===== config.mk =====
export PLATFORM = sky130hd
export DESIGN_NAME = inc_share_arbiter_flat
export DESIGN_NICKNAME = d
export VERILOG_FILES = /design/src/rtl/inc_share_arbiter_if.sv /design/src/rtl/inc_share_arbiter.sv /design/src/flat_wrapper.sv
export SDC_FILE = /design/constraint.sdc
export NUM_CORES = 1
export LEC_CHECK = 0
export ABC_AREA = 1
export CORE_ASPECT_RATIO = 1.1
export CORE_MARGIN = 2
export CORE_UTILIZATION = 25
export CTS_CLUSTER_SIZE = 14
export DETAILED_ROUTE_END_ITERATION = 7
export GPL_TIMING_DRIVEN = 0
export REMOVE_ABC_BUFFERS = 1
export SLEW_MARGIN = 20
export SYNTH_ARGS = -nofsm -noshare
export SYNTH_HDL_FRONTEND = slang
export SYNTH_SLANG_ARGS = --single-unit

===== constraint.sdc =====
create_clock -name clk -period 2.5 [get_ports clk]
set_clock_uncertainty 0.2 [all_clocks]
set_input_delay 0.5 -clock clk [delete_from_list [all_inputs] [get_ports clk]]
set_output_delay 0.5 -clock clk [all_outputs]
set_load 0.01 [all_outputs]

===== src/rtl/inc_share_arbiter_if.sv =====
// Request/ack/count bundle for the two-channel shared-incrementer counter.
// The bench drives the request side; the counter block is the slave.
interface inc_share_arbiter_if;
    logic       req0;
    logic       req1;
    logic       clr0;
    logic       clr1;
    logic       ack0;
    logic       ack1;
    logic [3:0] cnt0;
    logic [3:0] cnt1;
    logic       wrap0;
    logic       wrap1;
    logic       busy;

    modport master (
        output req0, req1, clr0, clr1,
        input  ack0, ack1, cnt0, cnt1, wrap0, wrap1, busy
    );

    modport slave (
        input  req0, req1, clr0, clr1,
        output ack0, ack1, cnt0, cnt1, wrap0, wrap1, busy
    );
endinterface


===== src/rtl/inc_share_arbiter.sv =====
// Two 4-bit event counters sharing one incrementer, granted round-robin.
// A channel whose ack is high is ineligible, so a held req counts once per ack.
module Inc4Bit (
    input  logic [3:0] a,
    output logic [3:0] b
);
    assign b[0] = ~a[0];
    assign b[1] = a[1] ^ a[0];
    assign b[2] = a[2] ^ (a[1] & a[0]);
    assign b[3] = a[3] ^ (&a[2:0]);
endmodule

module inc_share_arbiter #(
    parameter bit SAT   = 1'b0,
    parameter bit FIRST = 1'b0
) (
    input logic               clk,
    input logic               rst_n,
    inc_share_arbiter_if.slave bus
);
    logic [3:0] r_cnt0;
    logic [3:0] r_cnt1;
    logic       r_ack0;
    logic       r_ack1;
    logic       r_wrap0;
    logic       r_wrap1;
    logic       r_ptr;

    logic       w_elig0;
    logic       w_elig1;
    logic       w_gnt0;
    logic       w_gnt1;
    logic [3:0] w_sel;
    logic [3:0] w_inc;
    logic       w_top0;
    logic       w_top1;

    assign w_elig0 = bus.req0 & ~r_ack0 & ~bus.clr0;
    assign w_elig1 = bus.req1 & ~r_ack1 & ~bus.clr1;

    // Pointer only breaks ties; a lone eligible channel always wins.
    assign w_gnt0 = w_elig0 & (~w_elig1 | ~r_ptr);
    assign w_gnt1 = w_elig1 & ~w_gnt0;

    assign w_sel  = w_gnt1 ? r_cnt1 : r_cnt0;
    assign w_top0 = &r_cnt0;
    assign w_top1 = &r_cnt1;

    Inc4Bit u_inc (
        .a (w_sel),
        .b (w_inc)
    );

    always_ff @(posedge clk or negedge rst_n) begin
        if (!rst_n) begin
            r_cnt0  <= 4'd0;
            r_cnt1  <= 4'd0;
            r_ack0  <= 1'b0;
            r_ack1  <= 1'b0;
            r_wrap0 <= 1'b0;
            r_wrap1 <= 1'b0;
            r_ptr   <= FIRST;
        end else begin
            r_ack0  <= w_gnt0;
            r_ack1  <= w_gnt1;
            r_wrap0 <= w_gnt0 & ~SAT & w_top0;
            r_wrap1 <= w_gnt1 & ~SAT & w_top1;

            if (bus.clr0)
                r_cnt0 <= 4'd0;
            else if (w_gnt0 && !(SAT && w_top0))
                r_cnt0 <= w_inc;

            if (bus.clr1)
                r_cnt1 <= 4'd0;
            else if (w_gnt1 && !(SAT && w_top1))
                r_cnt1 <= w_inc;

            if (w_gnt0)
                r_ptr <= 1'b1;
            else if (w_gnt1)
                r_ptr <= 1'b0;
        end
    end

    assign bus.cnt0  = r_cnt0;
    assign bus.cnt1  = r_cnt1;
    assign bus.ack0  = r_ack0;
    assign bus.ack1  = r_ack1;
    assign bus.wrap0 = r_wrap0;
    assign bus.wrap1 = r_wrap1;
    assign bus.busy  = w_elig0 | w_elig1;
endmodule


===== src/flat_wrapper.sv =====
// flat-port wrapper written by rule: the top's interface ports become plain ports
module inc_share_arbiter_flat 
#(
    parameter bit SAT   = 1'b0,
    parameter bit FIRST = 1'b0
)
  (clk, rst_n, bus_req0, bus_req1, bus_clr0, bus_clr1, bus_ack0, bus_ack1, bus_cnt0, bus_cnt1, bus_wrap0, bus_wrap1, bus_busy);
  inc_share_arbiter_if bus_i ();
  input logic clk;
  input logic rst_n;
  input wire logic [$bits(bus_i.req0)-1:0] bus_req0;
  input wire logic [$bits(bus_i.req1)-1:0] bus_req1;
  input wire logic [$bits(bus_i.clr0)-1:0] bus_clr0;
  input wire logic [$bits(bus_i.clr1)-1:0] bus_clr1;
  output wire logic [$bits(bus_i.ack0)-1:0] bus_ack0;
  output wire logic [$bits(bus_i.ack1)-1:0] bus_ack1;
  output wire logic [$bits(bus_i.cnt0)-1:0] bus_cnt0;
  output wire logic [$bits(bus_i.cnt1)-1:0] bus_cnt1;
  output wire logic [$bits(bus_i.wrap0)-1:0] bus_wrap0;
  output wire logic [$bits(bus_i.wrap1)-1:0] bus_wrap1;
  output wire logic [$bits(bus_i.busy)-1:0] bus_busy;
  assign bus_i.req0 = bus_req0;
  assign bus_i.req1 = bus_req1;
  assign bus_i.clr0 = bus_clr0;
  assign bus_i.clr1 = bus_clr1;
  assign bus_ack0 = bus_i.ack0;
  assign bus_ack1 = bus_i.ack1;
  assign bus_cnt0 = bus_i.cnt0;
  assign bus_cnt1 = bus_i.cnt1;
  assign bus_wrap0 = bus_i.wrap0;
  assign bus_wrap1 = bus_i.wrap1;
  assign bus_busy = bus_i.busy;
  inc_share_arbiter #(.SAT(SAT), .FIRST(FIRST)) u_core (.clk(clk), .rst_n(rst_n), .bus(bus_i));
endmodule

; ---- Yosys cells after proc, flatten, opt, wreduce, memory -nomap -nowiden
; Index checks and enable logic that the tools add are counted.
[op_classes]
reduce_logical = 6
bitwise_logic = 22
n_mux = 7
[ops]
columns = cell, count
row1 = 4-bit two-way mux, 5
row2 = 1-bit bitwise AND, 9
row3 = 1-bit inverter, 8
row4 = 4-bit AND reduction, 2
row5 = 2-bit nonzero test, 3
row6 = 3-bit AND reduction, 1
row7 = 1-bit XOR, 3
row8 = 1-bit two-way mux, 2
row9 = 1-bit OR, 2
[totals]
input_bits = 6
elab_cells = 42
output_inout_bits = 13
ff_bits = 13

; ---- Logic depth before layout (Yosys ltp)
[depth]
depth_word = 13
depth_mapped = 13
depth_no_buf = 12

; ---- Hierarchy
; From an unflattened synthesis, not the netlist that was laid out.
[unflattened]
cells_unflattened = 77
hier_area_um2 = 643.1
[modules_own_cells]
columns = mod, seq_area_each_um2, n_inst, cells_per_inst, area_per_inst_um2
row1 = inc_share_arbiter, 325.3, 1, 69, 595.6
row2 = Inc4Bit, 0.0, 1, 8, 47.5

; ---- Least setup slack after synthesis
; OpenSTA, ideal clock, no wires.
[synth_path]
kind = input to register
start = input port bus_clr0
end = register u_core.r_cnt1[3] (netlist: u_core.bus.cnt1[3])
t_required_ns = 2.183
setup_slack_ns = 0.493
cell_stages = 11
path_buffers = 1
arrival_time_ns = 1.690
setup_ns = 0.117
path_cell_list = nor2_2 -> nand2_2 -> o21ai_4 -> buf_6 -> o21ai_0 -> ha_1 -> ha_1 -> inv_1 -> nand3_1 -> nand3_1 -> nand2_1
[synth_via]
elab_chain_len = 10
word_cells_on_any_way = 11
classes_between = mux: 3 / bitwise: 6 / reduce/logical: 2
[synth_rtl]
columns = element, line_no
row1 = from (decl), flat_wrapper.sv:13  ; input wire logic [$bits(bus_i.clr0)-1:0] bus_clr0;
row2 = 1-bit inverter *, inc_share_arbiter.sv:38  ; assign w_elig0 = bus.req0 & ~r_ack0 & ~bus.clr0;
row3 = 1-bit bitwise AND *, inc_share_arbiter.sv:38
row4 = 1-bit bitwise AND *, inc_share_arbiter.sv:42  ; assign w_gnt0 = w_elig0 & (~w_elig1 | ~r_ptr);
row5 = 1-bit inverter *, inc_share_arbiter.sv:43  ; assign w_gnt1 = w_elig1 & ~w_gnt0;
row6 = 1-bit bitwise AND *, inc_share_arbiter.sv:43
row7 = 4-bit two-way mux, inc_share_arbiter.sv:45  ; assign w_sel = w_gnt1 ? r_cnt1 : r_cnt0;
row8 = 3-bit AND reduction, inc_share_arbiter.sv:10  ; assign b[3] = a[3] ^ (&a[2:0]);
row9 = 1-bit XOR, inc_share_arbiter.sv:10
row10 = 4-bit two-way mux, inc_share_arbiter.sv:76  ; else if (w_gnt1 && !(SAT && w_top1))
row11 = 4-bit two-way mux, inc_share_arbiter.sv:74  ; if (bus.clr1)
row12 = to (signal assigned), inc_share_arbiter.sv:77  ; r_cnt1 <= w_inc;
row13 = to (decl), inc_share_arbiter.sv:22  ; logic [3:0] r_cnt1;
; Mark *: on every way between the ends. The rest lies on a longest branch, timed or not. The select of a mux whose other input is x is not followed.
; A chain may end at the register's enable or synchronous reset.

; ---- Worst setup path in the final report
[layout_path]
start = input port bus_clr0
end = register u_core.r_cnt0[3] (netlist: u_core.bus.cnt0[3])
[layout_via]
elab_chain_len = 10
word_cells_on_any_way = 11
classes_between = mux: 3 / bitwise: 6 / reduce/logical: 2
[layout_rtl]
columns = element, line_no
row1 = 1-bit inverter, inc_share_arbiter.sv:38
row2 = 1-bit bitwise AND, inc_share_arbiter.sv:38
row3 = 1-bit bitwise AND, inc_share_arbiter.sv:42
row4 = 1-bit inverter, inc_share_arbiter.sv:43
row5 = 1-bit bitwise AND, inc_share_arbiter.sv:43
row6 = 4-bit two-way mux, inc_share_arbiter.sv:45
row7 = 3-bit AND reduction, inc_share_arbiter.sv:10
row8 = 1-bit XOR, inc_share_arbiter.sv:10
row9 = 4-bit two-way mux, inc_share_arbiter.sv:71  ; else if (w_gnt0 && !(SAT && w_top0))
row10 = 4-bit two-way mux, inc_share_arbiter.sv:69  ; if (bus.clr0)
row11 = to (signal assigned), inc_share_arbiter.sv:72  ; r_cnt0 <= w_inc;
row12 = to (decl), inc_share_arbiter.sv:21  ; logic [3:0] r_cnt0;
; Several ways; a longest one is shown, not always the timed one. The select of a mux whose other input is x is not followed.

==> results.json <==
{
  "drive_gt1_share_pct": 19.39,
  "synth_area_um2": 669.4,
  "p_comb_share_pct": 20.6,
  "total_power_mw": 0.4699,
  "area_growth_syn_to_layout_pct": 39.25,
  "io_pins": 19,
  "cp_cell_sequence": "clkdlybuf4s50_1, nor2_2, nand2_2, o21ai_4, o21ai_0, ha_1, ha_1, inv_1, nand3_1, nand3_1, nand2_1",
  "finalMaxSlewViolations": 0,
  "drt_wl_total_um": 1406,
  "wire_per_inst_um": 10.90,
  "root_buffer": "clkbuf_4",
  "cts_tree": "yes",
  "coreArea_um2": 2520,
  "rows": 19,
  "slew_headroom_pct": 60.16,
  "r2r_end": "u_core.bus.cnt0[3]$_DFFE_PN0P_",
  "max_stage_delay_ns": 0.47,
  "numPortBuffers": 18,
  "crit_type": "primary input to flop",
  "drc": 0,
  "multiInputGateArea_um2": 280.3,
  "power.share.sequential_pct": 50.2,
  "power_switching_share_pct": 29.54,
  "setup_violations": 0,
  "clk_latency_ns": 0.29,
  "grt_pass1_wl_um": 2325,
  "fmax_mhz": 426.7,
  "vias": 571,
  "status": "completed",
  "hold_viol": 0,
  "chipWidth_um": 53.34,
  "grt_pass1_vias": 546,
  "hold_path_end": "u_core.bus.cnt0[3]$_DFFE_PN0P_",
  "slowest_stage": "clkdlybuf4s50_1",
  "syn_area_per_cell_um2": 9.170,
  "yosys_warnings": 0,
  "grt-ovfl-total": 0,
  "cp_max_fo": 11,
  "hpwlAfterDp_um": 1001,
  "synthTopCellsByArea": "dfrtp_1, nand3_1, inv_1",
  "synth_cell_types": 18,
  "crit_family": "buffers and inverters",
  "final.period_utilization_pct": 93.73,
  "placed_area_um2": 877.1,
  "dieArea_um2": 3108,
  "tightest_slew_ns": 0.5958,
  "p_sw_mw": 0.1388,
  "initial_core_util_pct": 26.56,
  "first_iter_violations": 8,
  "p_leak_nw": 0.4183,
  "synth_top_cell_area_share_pct": 48.60,
  "cap_violations": 0,
  "powerDensity_nw_per_um2": 504.1,
  "reg2reg_depth": 12,
  "globalplace.congestion": 0.7566,
  "r2r-start": "u_core.bus.ack1$_DFF_PN0_",
  "vdd_drop_max_uv": 331.9,
  "cp.arrival_ns": 2.33,
  "synth.yosys.seq_area_share_pct": 48.60,
  "synth_top_area_cell": "dfrtp_1",
  "cts_made_buffers": 3,
  "fill_cells": 277,
  "ctsLongestPathBuffers": 2,
  "path_clk_slew_ns": 0.08,
  "postLayoutCellArea_um2": 932.1,
  "tns_ns": 0,
  "critPathLaunchType": "primary input",
  "diodes": 0,
  "cts_sinks": 13,
  "worstHoldStart": "u_core.bus.cnt0[3]$_DFFE_PN0P_",
  "ys_ff_latch": 13,
  "nets": 107,
  "r2r_slack_ns": 0.49,
  "first_pass_iters": 4,
  "grt_max_degree": 15,
  "antenna_left": 0,
  "end_kind": "flop",
  "period_needed_ns": 2.343,
  "hold_path_class": "flop to flop",
  "pwr-share-clk_pct": 29.2,
  "fp.dieH_um": 58.27,
  "path_buf_inv": 2,
  "place_ws_ns": -0.2090,
  "required_ns": 2.49,
  "post_drt_via_cell_ratio": 4.426,
  "htree_levels": 1,
  "seq_area_um2": 325.3,
  "rsz0062_at_grt": "no",
  "setup_ws_ns": 0.1567,
  "p_int_mw": 0.3311,
  "synth_cells": 73,
  "track_usage_pct": 10.57,
  "hold_depth": 2,
  "antenna_found_initial": 0
}
==> worst max path at each step <==
stage | endpoint | cells past startpoint | slack (ns) | start
2_1_floorplan | u_core.bus.cnt1[3]$_DFFE_PN0P_ | 10 | 0.46 | bus_clr0
3_3_place_gp | u_core.bus.cnt0[3]$_DFFE_PN0P_ | 11 | -0.22 | bus_clr0
3_5_place_dp | u_core.bus.cnt1[3]$_DFFE_PN0P_ | 11 | -0.21 | bus_clr0
4_1_cts | u_core.bus.cnt1[3]$_DFFE_PN0P_ | 11 | 0.09 | bus_clr0
5_1_grt | u_core.bus.cnt1[3]$_DFFE_PN0P_ | 12 | 0.03 | bus_clr0
6_report | u_core.bus.cnt0[3]$_DFFE_PN0P_ | 11 | 0.16 | bus_clr0
==> sequential cells by signal, summed over array words and instances, names as in the netlist <==
register,count
u_core.bus.ack0,1
u_core.bus.ack1,1
u_core.bus.cnt0,4
u_core.bus.cnt1,4
u_core.bus.wrap0,1
u_core.bus.wrap1,1
u_core.r_ptr,1
==> metal layers <==
metal  share of wire (%)  vias up  global-route usage (%)
met2                  40       20                   14.99
met4                 2.9        0                   5.495
li1                    -      289                       -
met1                  49      258                   13.25
met3                 7.5        4                   4.897
met5                   0        -                       0
==> power groups by stage <==
stage               clock network [mW]  logic (mW)  registers, mW
global placement                     0      0.0919          0.240
CTS                              0.141      0.0918          0.236
floorplan                            0      0.0447          0.243
global route                     0.154       0.107          0.238
detailed placement                   0      0.0921          0.240
finish                           0.137      0.0968          0.236
==> cell families (layout without fill, tap and decap cells) <==
| family | count (synthesis) | count (layout) | share of synthesized area, % |
|---|---|---|---|
| AOI/OAI and AO/OA | 12 | 12 | 13.46 |
| DFF | 13 | 13 | 48.60 |
| adders and majority gates | 2 | 2 | 3.738 |
| and+or+nand+nor | 31 | 31 | 24.67 |
| buffers and inverters | 15 | 40 | 9.533 |
==> cell type report <==
type / instances / share of cell area (%)
inverter: 14 / 5.638
timing repair buffer: 22 / 22.42
tap: 31 / 4.161
clock buffer: 4 / 2.819
sequential: 13 / 34.90
multi-input combinational: 45 / 30.07
==> placed cells by master (no fill, tap or decap) <==
| cell type | Yosys | routed |
|---|---|---|
| clkdlybuf4s50_1 | 0 | 17 |
| dfrtp_1 | 13 | 13 |
| inv_1 | 12 | 12 |
| nand2_1 | 12 | 12 |
| nand3_1 | 9 | 9 |
| o21ai_0 | 6 | 6 |
| buf_4 | 0 | 4 |
| clkbuf_4 | 0 | 3 |
| inv_2 | 2 | 2 |
| nand4_1 | 2 | 2 |
| nand2_2 | 2 | 2 |
| nor2_4 | 2 | 2 |
| nor3_1 | 2 | 2 |
| o21ai_1 | 2 | 2 |
| o22ai_2 | 2 | 2 |
| ha_1 | 2 | 2 |
| nor2_2 | 1 | 1 |
| o21ai_4 | 1 | 1 |
| nand2_4 | 1 | 1 |
| o21ai_2 | 1 | 1 |
| clkbuf_1 | 0 | 1 |
| dlygate4sd2_1 | 0 | 1 |
==> Yosys cell counts <==
cell,number
o21ai_4,1
ha_1,2
nor2_2,1
nand4_1,2
dfrtp_1,13
nor2_4,2
nand2_4,1
nand2_2,2
o21ai_2,1
inv_2,2
o22ai_2,2
o21ai_0,6
nand3_1,9
nand2_1,12
buf_6,1
inv_1,12
o21ai_1,2
nor3_1,2
==> tightest hold or removal path: stages (launching register included) <==
cell	delay (ns)
dfrtp_1	0.39
nand2_1	0.07
nand2_1	0.06
==> what timing repair did <==
action / 4_1_cts / 5_1_grt
setup buffers: 0 / 4
hold endpoints to repair: 0 / 0
setup endpoints to repair: 1 / 4
pin swaps: 0 / 1
gates resized for setup: 1 / 0
hold buffers: 0 / 0
==> metrics by stage <==
| stage | hold slack (ns) | utilization (%) | instances |
|---|---|---|---|
| final | 0.3482 | 36.99 | 129 |
| after detailed placement | 0.3346 | 34.81 | 121 |
| after floorplan | 0.004409 | - | 72 |
| after global routing | 0.3749 | 36.99 | 129 |
| after CTS | 0.3559 | 35.80 | 125 |
| after global placement | 0.3293 | 34.81 | 121 |
Power figures use the tool's default switching activity.
